`src/rtl/load_store_unit_pkg.sv`:
```
// Shared definitions for the load/store unit: default widths, the address-window
// select value for the NIC, the NIC register map and a small helper used to size
// the return tracker.
package load_store_unit_pkg;

  localparam int unsigned DefDataW = 64;
  localparam int unsigned DefRdW   = 5;

  // Request address top two bits equal to this value select the NIC window.
  localparam logic [1:0] NicSelDef = 2'b11;

  // NIC register map (request address low bits).
  localparam logic [1:0] NicRegTx     = 2'b00;
  localparam logic [1:0] NicRegStatus = 2'b10;

  function automatic int unsigned max_lat(input int unsigned a, input int unsigned b);
    return (a > b) ? a : b;
  endfunction

endpackage

```
`src/rtl/load_store_unit_if.sv`:
```
// Bundle of every non-clock signal of the load/store unit.
//   req_*      : request from the EX stage, stall back to the pipeline
//   mem_*      : data-memory port (mem_d_in is read data from the memory)
//   nic_*      : NIC register port (nic_d_in is read data from the NIC)
//   wb_*       : register-file writeback
// slave  : the load/store unit itself.
// master : its environment (pipeline, memory and NIC together).
interface load_store_unit_if
  import load_store_unit_pkg::*;
#(
  parameter int unsigned DataW = DefDataW,
  parameter int unsigned ImmW  = 16,
  parameter int unsigned AddrW = 32,
  parameter int unsigned RdW   = DefRdW,
  parameter int unsigned NicAw = 2
) ();

  logic             req_valid;
  logic             req_ld;
  logic             req_sd;
  logic [ImmW-1:0]  req_addr;
  logic [DataW-1:0] req_data;
  logic [RdW-1:0]   req_rd;
  logic             stall;

  logic             mem_en;
  logic             mem_wr_en;
  logic [AddrW-1:0] mem_addr;
  logic [DataW-1:0] mem_d_out;
  logic [DataW-1:0] mem_d_in;

  logic             nic_en;
  logic             nic_wr_en;
  logic [NicAw-1:0] nic_addr;
  logic [DataW-1:0] nic_d_out;
  logic [DataW-1:0] nic_d_in;

  logic             wb_valid;
  logic [RdW-1:0]   wb_rd;
  logic [DataW-1:0] wb_data;

  modport slave (
    input  req_valid, req_ld, req_sd, req_addr, req_data, req_rd, mem_d_in, nic_d_in,
    output stall, mem_en, mem_wr_en, mem_addr, mem_d_out,
    output nic_en, nic_wr_en, nic_addr, nic_d_out, wb_valid, wb_rd, wb_data
  );

  modport master (
    output req_valid, req_ld, req_sd, req_addr, req_data, req_rd, mem_d_in, nic_d_in,
    input  stall, mem_en, mem_wr_en, mem_addr, mem_d_out,
    input  nic_en, nic_wr_en, nic_addr, nic_d_out, wb_valid, wb_rd, wb_data
  );

endinterface

```
`src/rtl/load_store_unit_return_tracker.sv`:
```
// In-flight load tracker and writeback register.
//   clk_i, rst_i   : clock, synchronous active-high reset
//   push_i         : record a newly accepted load
//   push_slot_i    : slot it enters (its return latency)
//   push_rd_i      : destination register
//   push_nic_i     : load targets the NIC (selects return data)
//   query_slot_i   : slot to test for occupancy
//   busy_o         : queried slot is occupied (0 for indices past the end)
//   mem_d_i/nic_d_i: read data from the two targets
//   wb_valid_o/wb_rd_o/wb_data_o : registered writeback
// Slot i in the current cycle returns its data at the end of cycle +i; the whole
// array shifts one place toward 0 every cycle.
module load_store_unit_return_tracker #(
  parameter int unsigned MaxL  = 2,
  parameter int unsigned RdW   = 5,
  parameter int unsigned DataW = 64,
  localparam int unsigned SlotW = $clog2(MaxL),
  localparam int unsigned QryW  = $clog2(MaxL + 1)
) (
  input  logic             clk_i,
  input  logic             rst_i,
  input  logic             push_i,
  input  logic [SlotW-1:0] push_slot_i,
  input  logic [RdW-1:0]   push_rd_i,
  input  logic             push_nic_i,
  input  logic [QryW-1:0]  query_slot_i,
  output logic             busy_o,
  input  logic [DataW-1:0] mem_d_i,
  input  logic [DataW-1:0] nic_d_i,
  output logic             wb_valid_o,
  output logic [RdW-1:0]   wb_rd_o,
  output logic [DataW-1:0] wb_data_o
);

  typedef struct packed {
    logic           valid;
    logic           is_nic;
    logic [RdW-1:0] rd;
  } slot_t;

  slot_t [MaxL-1:0] slot_q, slot_d;
  logic             wb_valid_q, wb_valid_d;
  logic [RdW-1:0]   wb_rd_q, wb_rd_d;
  logic [DataW-1:0] wb_data_q, wb_data_d;

  // A slot index of MaxL would be the longest latency one cycle later, which no
  // push ever reaches, so it always reads as free.
  always_comb begin
    busy_o = 1'b0;
    if (query_slot_i < QryW'(MaxL)) begin
      busy_o = slot_q[query_slot_i[SlotW-1:0]].valid;
    end
  end

  always_comb begin
    for (int i = 0; i < int'(MaxL) - 1; i++) begin
      slot_d[i] = slot_q[i + 1];
    end
    slot_d[MaxL-1] = '0;
    if (push_i) begin
      slot_d[push_slot_i] = '{valid: 1'b1, is_nic: push_nic_i, rd: push_rd_i};
    end

    wb_valid_d = slot_q[0].valid;
    wb_rd_d    = wb_rd_q;
    wb_data_d  = wb_data_q;
    if (slot_q[0].valid) begin
      wb_rd_d   = slot_q[0].rd;
      wb_data_d = slot_q[0].is_nic ? nic_d_i : mem_d_i;
    end
  end

  always_ff @(posedge clk_i) begin
    if (rst_i) begin
      slot_q     <= '0;
      wb_valid_q <= 1'b0;
      wb_rd_q    <= '0;
      wb_data_q  <= '0;
    end else begin
      slot_q     <= slot_d;
      wb_valid_q <= wb_valid_d;
      wb_rd_q    <= wb_rd_d;
      wb_data_q  <= wb_data_d;
    end
  end

  assign wb_valid_o = wb_valid_q;
  assign wb_rd_o    = wb_rd_q;
  assign wb_data_o  = wb_data_q;

endmodule

```
`src/rtl/load_store_unit.sv`:
```
// Load/store unit: decodes one request per cycle into the data memory or the NIC
// register window, drives both targets from registers and returns load data to
// writeback in order, stalling a load whose return would collide with one in flight.
//   clk_i  : clock
//   rst_i  : synchronous active-high reset
//   bus_io : request, memory, NIC and writeback signals (slave side)
module load_store_unit
  import load_store_unit_pkg::*;
#(
  parameter int unsigned DataW  = DefDataW,
  parameter int unsigned ImmW   = 16,
  parameter int unsigned AddrW  = 32,
  parameter int unsigned RdW    = DefRdW,
  parameter int unsigned NicAw  = 2,
  parameter logic [1:0]  NicSel = NicSelDef,
  parameter int unsigned MemLat = 1,
  parameter int unsigned NicLat = 1
) (
  input logic              clk_i,
  input logic              rst_i,
  load_store_unit_if.slave bus_io
);

  localparam int unsigned MaxL  = max_lat(MemLat, NicLat) + 1;
  localparam int unsigned SlotW = $clog2(MaxL);
  localparam int unsigned QryW  = $clog2(MaxL + 1);

  logic             is_nic, accept, slot_busy, stall;
  logic [SlotW-1:0] push_slot;
  logic [QryW-1:0]  query_slot;

  logic             mem_en_q, mem_en_d, mem_wr_en_q, mem_wr_en_d;
  logic [AddrW-1:0] mem_addr_q, mem_addr_d;
  logic [DataW-1:0] mem_d_out_q, mem_d_out_d;
  logic             nic_en_q, nic_en_d, nic_wr_en_q, nic_wr_en_d;
  logic [NicAw-1:0] nic_addr_q, nic_addr_d;
  logic [DataW-1:0] nic_d_out_q, nic_d_out_d;

  assign is_nic = (bus_io.req_addr[ImmW-1 -: 2] == NicSel);

  // A load of latency L lands where slot L+1 sits now; if that is taken the
  // two returns would meet in the same cycle.
  assign push_slot  = is_nic ? SlotW'(NicLat) : SlotW'(MemLat);
  assign query_slot = is_nic ? QryW'(NicLat + 1) : QryW'(MemLat + 1);

  assign stall  = !rst_i & bus_io.req_valid & bus_io.req_ld & slot_busy;
  assign accept = !rst_i & bus_io.req_valid & (bus_io.req_ld | bus_io.req_sd) & !stall;
  assign bus_io.stall = stall;

  always_comb begin
    mem_en_d    = 1'b0;
    mem_wr_en_d = 1'b0;
    mem_addr_d  = mem_addr_q;
    mem_d_out_d = mem_d_out_q;
    nic_en_d    = 1'b0;
    nic_wr_en_d = 1'b0;
    nic_addr_d  = nic_addr_q;
    nic_d_out_d = nic_d_out_q;
    if (accept) begin
      // ld and sd together count as a load
      if (is_nic) begin
        nic_en_d    = 1'b1;
        nic_wr_en_d = !bus_io.req_ld;
        nic_addr_d  = bus_io.req_addr[NicAw-1:0];
        nic_d_out_d = bus_io.req_data;
      end else begin
        mem_en_d    = 1'b1;
        mem_wr_en_d = !bus_io.req_ld;
        mem_addr_d  = AddrW'(bus_io.req_addr);
        mem_d_out_d = bus_io.req_data;
      end
    end
  end

  always_ff @(posedge clk_i) begin
    if (rst_i) begin
      mem_en_q    <= 1'b0;
      mem_wr_en_q <= 1'b0;
      mem_addr_q  <= '0;
      mem_d_out_q <= '0;
      nic_en_q    <= 1'b0;
      nic_wr_en_q <= 1'b0;
      nic_addr_q  <= '0;
      nic_d_out_q <= '0;
    end else begin
      mem_en_q    <= mem_en_d;
      mem_wr_en_q <= mem_wr_en_d;
      mem_addr_q  <= mem_addr_d;
      mem_d_out_q <= mem_d_out_d;
      nic_en_q    <= nic_en_d;
      nic_wr_en_q <= nic_wr_en_d;
      nic_addr_q  <= nic_addr_d;
      nic_d_out_q <= nic_d_out_d;
    end
  end

  assign bus_io.mem_en    = mem_en_q;
  assign bus_io.mem_wr_en = mem_wr_en_q;
  assign bus_io.mem_addr  = mem_addr_q;
  assign bus_io.mem_d_out = mem_d_out_q;
  assign bus_io.nic_en    = nic_en_q;
  assign bus_io.nic_wr_en = nic_wr_en_q;
  assign bus_io.nic_addr  = nic_addr_q;
  assign bus_io.nic_d_out = nic_d_out_q;

  load_store_unit_return_tracker #(
    .MaxL (MaxL),
    .RdW  (RdW),
    .DataW(DataW)
  ) u_tracker (
    .clk_i       (clk_i),
    .rst_i       (rst_i),
    .push_i      (accept & bus_io.req_ld),
    .push_slot_i (push_slot),
    .push_rd_i   (bus_io.req_rd),
    .push_nic_i  (is_nic),
    .query_slot_i(query_slot),
    .busy_o      (slot_busy),
    .mem_d_i     (bus_io.mem_d_in),
    .nic_d_i     (bus_io.nic_d_in),
    .wb_valid_o  (bus_io.wb_valid),
    .wb_rd_o     (bus_io.wb_rd),
    .wb_data_o   (bus_io.wb_data)
  );

endmodule

```
`src/flat_wrapper.sv`:
```
// flat-port wrapper written by rule: the top's interface ports become plain ports
module load_store_unit_flat import load_store_unit_pkg::*;
#(
  parameter int unsigned DataW  = DefDataW,
  parameter int unsigned ImmW   = 16,
  parameter int unsigned AddrW  = 32,
  parameter int unsigned RdW    = DefRdW,
  parameter int unsigned NicAw  = 2,
  parameter logic [1:0]  NicSel = NicSelDef,
  parameter int unsigned MemLat = 1,
  parameter int unsigned NicLat = 1
)
  (clk_i, rst_i, bus_io_req_valid, bus_io_req_ld, bus_io_req_sd, bus_io_req_addr, bus_io_req_data, bus_io_req_rd, bus_io_mem_d_in, bus_io_nic_d_in, bus_io_stall, bus_io_mem_en, bus_io_mem_wr_en, bus_io_mem_addr, bus_io_mem_d_out, bus_io_nic_en, bus_io_nic_wr_en, bus_io_nic_addr, bus_io_nic_d_out, bus_io_wb_valid, bus_io_wb_rd, bus_io_wb_data);
  load_store_unit_if #(.DataW(DataW), .ImmW(ImmW), .AddrW(AddrW), .RdW(RdW), .NicAw(NicAw)) bus_io_i ();
  input logic clk_i;
  input logic rst_i;
  input wire logic [$bits(bus_io_i.req_valid)-1:0] bus_io_req_valid;
  input wire logic [$bits(bus_io_i.req_ld)-1:0] bus_io_req_ld;
  input wire logic [$bits(bus_io_i.req_sd)-1:0] bus_io_req_sd;
  input wire logic [$bits(bus_io_i.req_addr)-1:0] bus_io_req_addr;
  input wire logic [$bits(bus_io_i.req_data)-1:0] bus_io_req_data;
  input wire logic [$bits(bus_io_i.req_rd)-1:0] bus_io_req_rd;
  input wire logic [$bits(bus_io_i.mem_d_in)-1:0] bus_io_mem_d_in;
  input wire logic [$bits(bus_io_i.nic_d_in)-1:0] bus_io_nic_d_in;
  output wire logic [$bits(bus_io_i.stall)-1:0] bus_io_stall;
  output wire logic [$bits(bus_io_i.mem_en)-1:0] bus_io_mem_en;
  output wire logic [$bits(bus_io_i.mem_wr_en)-1:0] bus_io_mem_wr_en;
  output wire logic [$bits(bus_io_i.mem_addr)-1:0] bus_io_mem_addr;
  output wire logic [$bits(bus_io_i.mem_d_out)-1:0] bus_io_mem_d_out;
  output wire logic [$bits(bus_io_i.nic_en)-1:0] bus_io_nic_en;
  output wire logic [$bits(bus_io_i.nic_wr_en)-1:0] bus_io_nic_wr_en;
  output wire logic [$bits(bus_io_i.nic_addr)-1:0] bus_io_nic_addr;
  output wire logic [$bits(bus_io_i.nic_d_out)-1:0] bus_io_nic_d_out;
  output wire logic [$bits(bus_io_i.wb_valid)-1:0] bus_io_wb_valid;
  output wire logic [$bits(bus_io_i.wb_rd)-1:0] bus_io_wb_rd;
  output wire logic [$bits(bus_io_i.wb_data)-1:0] bus_io_wb_data;
  assign bus_io_i.req_valid = bus_io_req_valid;
  assign bus_io_i.req_ld = bus_io_req_ld;
  assign bus_io_i.req_sd = bus_io_req_sd;
  assign bus_io_i.req_addr = bus_io_req_addr;
  assign bus_io_i.req_data = bus_io_req_data;
  assign bus_io_i.req_rd = bus_io_req_rd;
  assign bus_io_i.mem_d_in = bus_io_mem_d_in;
  assign bus_io_i.nic_d_in = bus_io_nic_d_in;
  assign bus_io_stall = bus_io_i.stall;
  assign bus_io_mem_en = bus_io_i.mem_en;
  assign bus_io_mem_wr_en = bus_io_i.mem_wr_en;
  assign bus_io_mem_addr = bus_io_i.mem_addr;
  assign bus_io_mem_d_out = bus_io_i.mem_d_out;
  assign bus_io_nic_en = bus_io_i.nic_en;
  assign bus_io_nic_wr_en = bus_io_i.nic_wr_en;
  assign bus_io_nic_addr = bus_io_i.nic_addr;
  assign bus_io_nic_d_out = bus_io_i.nic_d_out;
  assign bus_io_wb_valid = bus_io_i.wb_valid;
  assign bus_io_wb_rd = bus_io_i.wb_rd;
  assign bus_io_wb_data = bus_io_i.wb_data;
  load_store_unit #(.DataW(DataW), .ImmW(ImmW), .AddrW(AddrW), .RdW(RdW), .NicAw(NicAw), .NicSel(NicSel), .MemLat(MemLat), .NicLat(NicLat)) u_core (.clk_i(clk_i), .rst_i(rst_i), .bus_io(bus_io_i));
endmodule
```
`config.mk`:
```
export PLATFORM = sky130hd
export DESIGN_NAME = load_store_unit_flat
export DESIGN_NICKNAME = d
export VERILOG_FILES = /design/src/rtl/load_store_unit_pkg.sv /design/src/rtl/load_store_unit_if.sv /design/src/rtl/load_store_unit_return_tracker.sv /design/src/rtl/load_store_unit.sv /design/src/flat_wrapper.sv
export SDC_FILE = /design/constraint.sdc
export NUM_CORES = 1
export LEC_CHECK = 0
export BUFFER_PORTS_ARGS = -buffer_cell sky130_fd_sc_hd__buf_2
export CAP_MARGIN = 20
export CELL_PAD_IN_SITES_DETAIL_PLACEMENT = 2
export CELL_PAD_IN_SITES_GLOBAL_PLACEMENT = 2
export CORE_MARGIN = 5
export CORE_UTILIZATION = 28
export CTS_CLUSTER_DIAMETER = 50
export DETAILED_ROUTE_END_ITERATION = 10
export HOLD_SLACK_MARGIN = 0.05
export PLACE_DENSITY_LB_ADDON = 0.1
export SLEW_MARGIN = 20
export SYNTH_ARGS = -nofsm -noshare
export SYNTH_HDL_FRONTEND = slang
export SYNTH_SLANG_ARGS = --single-unit
export TNS_END_PERCENT = 10
```
`constraint.sdc`:
```
create_clock -name clk_i -period 3.4 [get_ports clk_i]
set_clock_uncertainty 0.15 [all_clocks]
set_input_delay 0.85 -clock clk_i [delete_from_list [all_inputs] [get_ports clk_i]]
set_output_delay 0.85 -clock clk_i [all_outputs]
set_load 0.05 [all_outputs]
```
# Yosys cells after proc, flatten, opt, wreduce, memory -nomap -nowiden
# Cells that the tools add are included.
dict set report op_classes {
  eq_ne 1
  muxes 4
  bitwise_logic 7
  n_reduce_logical 8
}
# cell n
set op_table {}
lappend op_table {{2-to-1 mux 64 bit} 1}
lappend op_table {{2-to-1 mux 14 bit} 1}
lappend op_table {{OR reduction 3 bit} 2}
lappend op_table {{AND reduction 2 bit} 2}
lappend op_table {{OR reduction 2 bit} 2}
lappend op_table {{AND 1 bit} 3}
lappend op_table {{NOT 1 bit} 3}
lappend op_table {{== test 2 bit, second input constant} 1}
lappend op_table {{zero test 1 bit} 2}
lappend op_table {{2-to-1 mux 1 bit} 2}
lappend op_table {{bitwise OR 1 bit} 1}
dict set report totals {
  register_bits 234
  inputBits 218
  out_inout_bits 237
}

# Longest topological paths before layout
dict set report depth {
  word_depth 6
  ltp_mapped 7
}

# Cells and area by module
# From an unflattened synthesis, not the netlist that was laid out.
dict set report unflattened {
  hier_cells 923
  hier_area_um2 9599.2
}
# mod n_inst cells_per_inst area_each_um2 seq_area_each_um2
set modules_own_cells {}
lappend modules_own_cells {load_store_unit 1 579 6104.6 3002.9}
lappend modules_own_cells {load_store_unit_return_tracker 1 344 3494.6 1681.6}

# Worst setup path before layout
# OpenSTA, ideal clock, no wires.
dict set report synth_timing {
  path_type {input -> register}
  start {input port bus_io_req_addr[14]}
  end {register u_core.mem_d_out_q[52] (netlist: u_core.bus_io.mem_d_out[52])}
  arrival_ns 1.698
  slack_ns 1.427
  cell_stages 5
  path_buffers 2
  path_cell_list {and2_1 > buf_2 > clkbuf_1 > o311ai_0 > nand2_1}
}
dict set report synth_between {
  elab_chain_len 3
}
# item line
set synth_rtl {}
lappend synth_rtl {{start: declaration} flat_wrapper.sv:20} ;# input wire logic [$bits(bus_io_i.req_addr)-1:0] bus_io_req_addr;
lappend synth_rtl {{== test 2 bit} load_store_unit.sv:39} ;# assign is_nic = (bus_io.req_addr[ImmW-1 -: 2] == NicSel);
lappend synth_rtl {{NOT 1 bit (no line)} --}
lappend synth_rtl {{AND reduction 2 bit (no line)} --}
lappend synth_rtl {{end signal: assignment} load_store_unit.sv:89} ;# mem_d_out_q <= mem_d_out_d;
lappend synth_rtl {{end: declaration} load_store_unit.sv:34} ;# logic [DataW-1:0] mem_d_out_q, mem_d_out_d;
# Every way passes these cells.
# A chain may end at the register's enable or synchronous reset.

# Worst setup path after layout
dict set report layout_timing {
  start {register u_core.nic_d_out_q[51] (netlist: u_core.bus_io.nic_d_out[51])}
  end {output port bus_io_nic_d_out[51]}
}
# item line
set layout_lines {}
lappend layout_lines {{start: declaration} load_store_unit.sv:37} ;# logic [DataW-1:0] nic_d_out_q, nic_d_out_d;
lappend layout_lines {{start signal: assignment} load_store_unit.sv:93} ;# nic_d_out_q <= nic_d_out_d;
lappend layout_lines {{end: declaration} flat_wrapper.sv:33} ;# output wire logic [$bits(bus_io_i.nic_d_out)-1:0] bus_io_nic_d_out;
# No word-level cell between the ends.

==> impl_metrics.sql <==
INSERT INTO impl_metrics (metric_group, metric, value, unit) VALUES
('place', 'number_of_placed_instances_with_taps_included', '1834', ''),
('finish', 'syn2layout_area_growth', '35.8', '%'),
('worst_setup_path', 'path_delay_family', 'flip-flops', ''),
('cts', 'cts-htree-levels', '2', ''),
('worst_setup_path', 'critPathKind', 'reg2out', ''),
('cts', 'ctsRootBufferMaster', 'sky130_fd_sc_hd__clkbuf_16', ''),
('place', 'detailed_place.area', '12200', 'um2'),
('hold_path', 'timing.hold.worst.class', 'reg2reg', ''),
('hold_path', 'min_delay_worst_endpoint', 'u_core.u_tracker.slot_q[0]', ''),
('grt', 'globalRouteMet3Util', '0.0721', ''),
('grt', 'grt_max_degree', '145', ''),
('pwr', 'ir_worst_vdd', '0.249', 'mV'),
('finish', 'most_frequent_standard_cell_in_the_layout_excluding_fill_and_tap_cells', 'sky130_fd_sc_hd__buf_2', ''),
('route', 'drt-vias-per-instance', '5.28', ''),
('worst_setup_path', 'cp_data_arrival_time', '1160', 'ps'),
('logic_synthesis', 'synth.lib_cells_used.distinct', '23', ''),
('cts', 'clock_pin_slew_on_the_worst_setup_and_hold_paths', '50', 'ps'),
('cts', 'clock_latency', '510', 'ps'),
('sta', 'layout_worst_path_cycle_share', '0.635', ''),
('grt', 'initial_antenna_violation_count', '12', ''),
('place', 'io_buffers', '437', ''),
('finish', 'finalCoreUtilization', '0.387', ''),
('pwr', 'powerDensity', '575', 'nW/um2'),
('sta', 'rsz0062_at_grt', 'no', ''),
('worst_setup_path', 'worstReg2RegStart', 'u_core.u_tracker.slot_q[5]', ''),
('pwr', 'leakage', '6.23', 'nW'),
('grt', 'groute.usage.overall', '0.203', ''),
('cts', 'post_cts_resize_count', '0', ''),
('place', 'place_congestion', '0.754', ''),
('finish', 'non_filler_instance_count_after_layout', '1900', ''),
('sta', 'setup_viol_count_final', '0', ''),
('grt', 'grt_busiest_layer', 'met2', ''),
('sta', 'worst_slew_pin_slew', '678', 'ps'),
('finish', 'layout_common_cells', '437 x sky130_fd_sc_hd__buf_2, 232 x sky130_fd_sc_hd__dfxtp_1, 145 x sky130_fd_sc_hd__nand2_1', ''),
('sta', 'slew_headroom', '0.548', ''),
('logic_synthesis', 'postSynthCellCount', '1062', ''),
('worst_setup_path', 'cpMaxStageDelayCell', 'sky130_fd_sc_hd__dfxtp_1', ''),
('finish', 'drive_gt1_frac', '0.367', ''),
('worst_setup_path', 'crit-reg2reg-capture', 'u_core.u_tracker.wb_data_o[18]', ''),
('route', 'drt-pass1-iter-count', '4', ''),
('finish', 'design.final.nets', '1634', ''),
('worst_setup_path', 'cp_max_fo', '2', ''),
('cts', 'cts.sinks', '234', ''),
('floorplanning', 'core_area', '34600', 'um2'),
('sta', 'timing.final.max_slew_violations', '0', ''),
('cts', 'cts-hold-fix-buffers', '0', ''),
('logic_synthesis', 'total_number_of_yosys_warnings', '0', ''),
('cts', 'total_clock_buffers_created_by_cts', '35', ''),
('worst_setup_path', 'reg2regPathDepth', '3', ''),
('grt', 'gr-usage-met1', '0.248', ''),
('sta', 'finalWorstPathRequiredPeriod', '2160', 'ps'),
('worst_setup_path', 'delay_of_the_slowest_cell_on_the_worst_path', '370', 'ps'),
('floorplanning', 'die-area', '39100', 'um2'),
('route', 'detail_route.iter0.violations', '412', ''),
('sta', 'setup_tns', '0', 'ps'),
('worst_setup_path', 'cp_data_required_time', '2400', 'ps'),
('logic_synthesis', 'synth-seq-area-share', '0.475', ''),
('finish', 'final_cell_area', '13400', 'um2'),
('sta', 'timing_hold_violations_final', '0', ''),
('hold_path', 'hold_path.startpoint', 'u_core.u_tracker.slot_q[7]', ''),
('floorplanning', 'ioPinCount', '455', ''),
('hold_path', 'hold_depth', '1', ''),
('floorplanning', 'fp-row-count', '68', ''),
('cts', 'clock_tree_from_tritoncts', 'built', ''),
('floorplanning', 'chipHeight', '198', 'um'),
('floorplanning', 'die_width', '198', 'um'),
('logic_synthesis', 'syn-cell-area', '9860', 'um2'),
('grt', 'globalRoute.totalOverflow', '0', ''),
('logic_synthesis', 'syn_avg_cell_area', '9.28', 'um2'),
('outcome', 'outcome', 'finished clean', ''),
('cts', 'cts.repair_timing.setup_buffer_count', '0', '');
-- how the worst max path moves through the flow --
stage,to,slack (ps),cells after the start
after floorplan,u_core.bus_io.mem_d_out[52],1430,5
after global placement,u_core.bus_io.mem_wr_en,1060,5
after detailed placement,u_core.bus_io.mem_d_out[49],1000,5
after CTS,bus_io_wb_data[32],1190,1
after global routing,bus_io_wb_data[32],1170,1
final,bus_io_nic_d_out[51],1240,1
-- per-stage QoR --
step / hold slack [ps] / worst slack [ps]
global route: 310 / 1170
CTS: 287 / 1190
floorplan: 264 / 1430
detailed placement: 275 / 1000
global placement: 266 / 1060
finish: 285 / 1240
-- state kept, by name, summed over array words and instances (netlist names) --
register / cells
u_core.bus_io.mem_d_out: 64
u_core.u_tracker.wb_valid_o: 1
u_core.u_tracker.wb_valid_d: 1
u_core.bus_io.mem_addr: 16
u_core.u_tracker.slot_q: 13
u_core.bus_io.nic_wr_en: 1
u_core.u_tracker.wb_data_o: 64
u_core.u_tracker.wb_rd_o: 5
u_core.bus_io.nic_addr: 2
u_core.bus_io.nic_d_out: 64
u_core.bus_io.mem_wr_en: 1
u_core.bus_io.nic_en: 1
u_core.bus_io.mem_en: 1
-- cell type report --
| type | count | area, um2 |
|---|---|---|
| well taps | 455 | 569 |
| inverters | 4 | 20.0 |
| fillers | 3931 | 21200 |
| diodes | 2 | 5.00 |
| clock buffers | 47 | 991 |
| repair buffers | 461 | 2520 |
| flip-flops and latches | 234 | 4690 |
| multi-input cells | 680 | 4400 |
| clock inverters | 17 | 194 |
-- routing by layer --
| metal | part of all wire | vias to the layer above | wire length [um] |
|---|---|---|---|
| li1 | - | 4747 | - |
| met1 | 0.41 | 4898 | 17600 |
| met2 | 0.48 | 303 | 20800 |
| met3 | 0.083 | 65 | 3570 |
| met4 | 0.021 | 18 | 887 |
| met5 | 0.0027 | - | 114 |
-- synthesized netlist by cell type (all sizes together) --
| library cell | number | share of area |
|---|---|---|
| inv | 4 | 0.0015 |
| a31oi | 2 | 0.0013 |
| a311oi | 2 | 0.0018 |
| and2 | 2 | 0.0013 |
| nor3 | 2 | 0.0010 |
| or2 | 1 | 0.00064 |
| nor2b | 9 | 0.0057 |
| nor2 | 72 | 0.028 |
| conb | 1 | 0.00038 |
| and3 | 6 | 0.0038 |
| nand4 | 144 | 0.091 |
| mux2i | 69 | 0.070 |
| dfxtp | 234 | 0.48 |
| o311ai | 144 | 0.13 |
| clkbuf | 67 | 0.026 |
| a211oi | 64 | 0.049 |
| buf | 93 | 0.061 |
| nand2 | 146 | 0.056 |
-- kinds of logic (layout without fill, tap and decap cells) --
group	after synthesis	after routing	share of synthesized area
AO/OA/AOI/OAI	212	212	0.180
buffers and inverters	164	529	0.0876
flip-flops	234	234	0.475
multiplexers	69	69	0.0701
other	1	19	0.000380
AND/OR/NAND/NOR	382	382	0.187
-- where the power goes --
group	internal [W]	switching, W	total (W)
registers	0.00285	0.0000536	0.00291
logic	0.000277	0.000846	0.00112
clock network	0.00230	0.00137	0.00366
(Power assumes the default switching activity.)
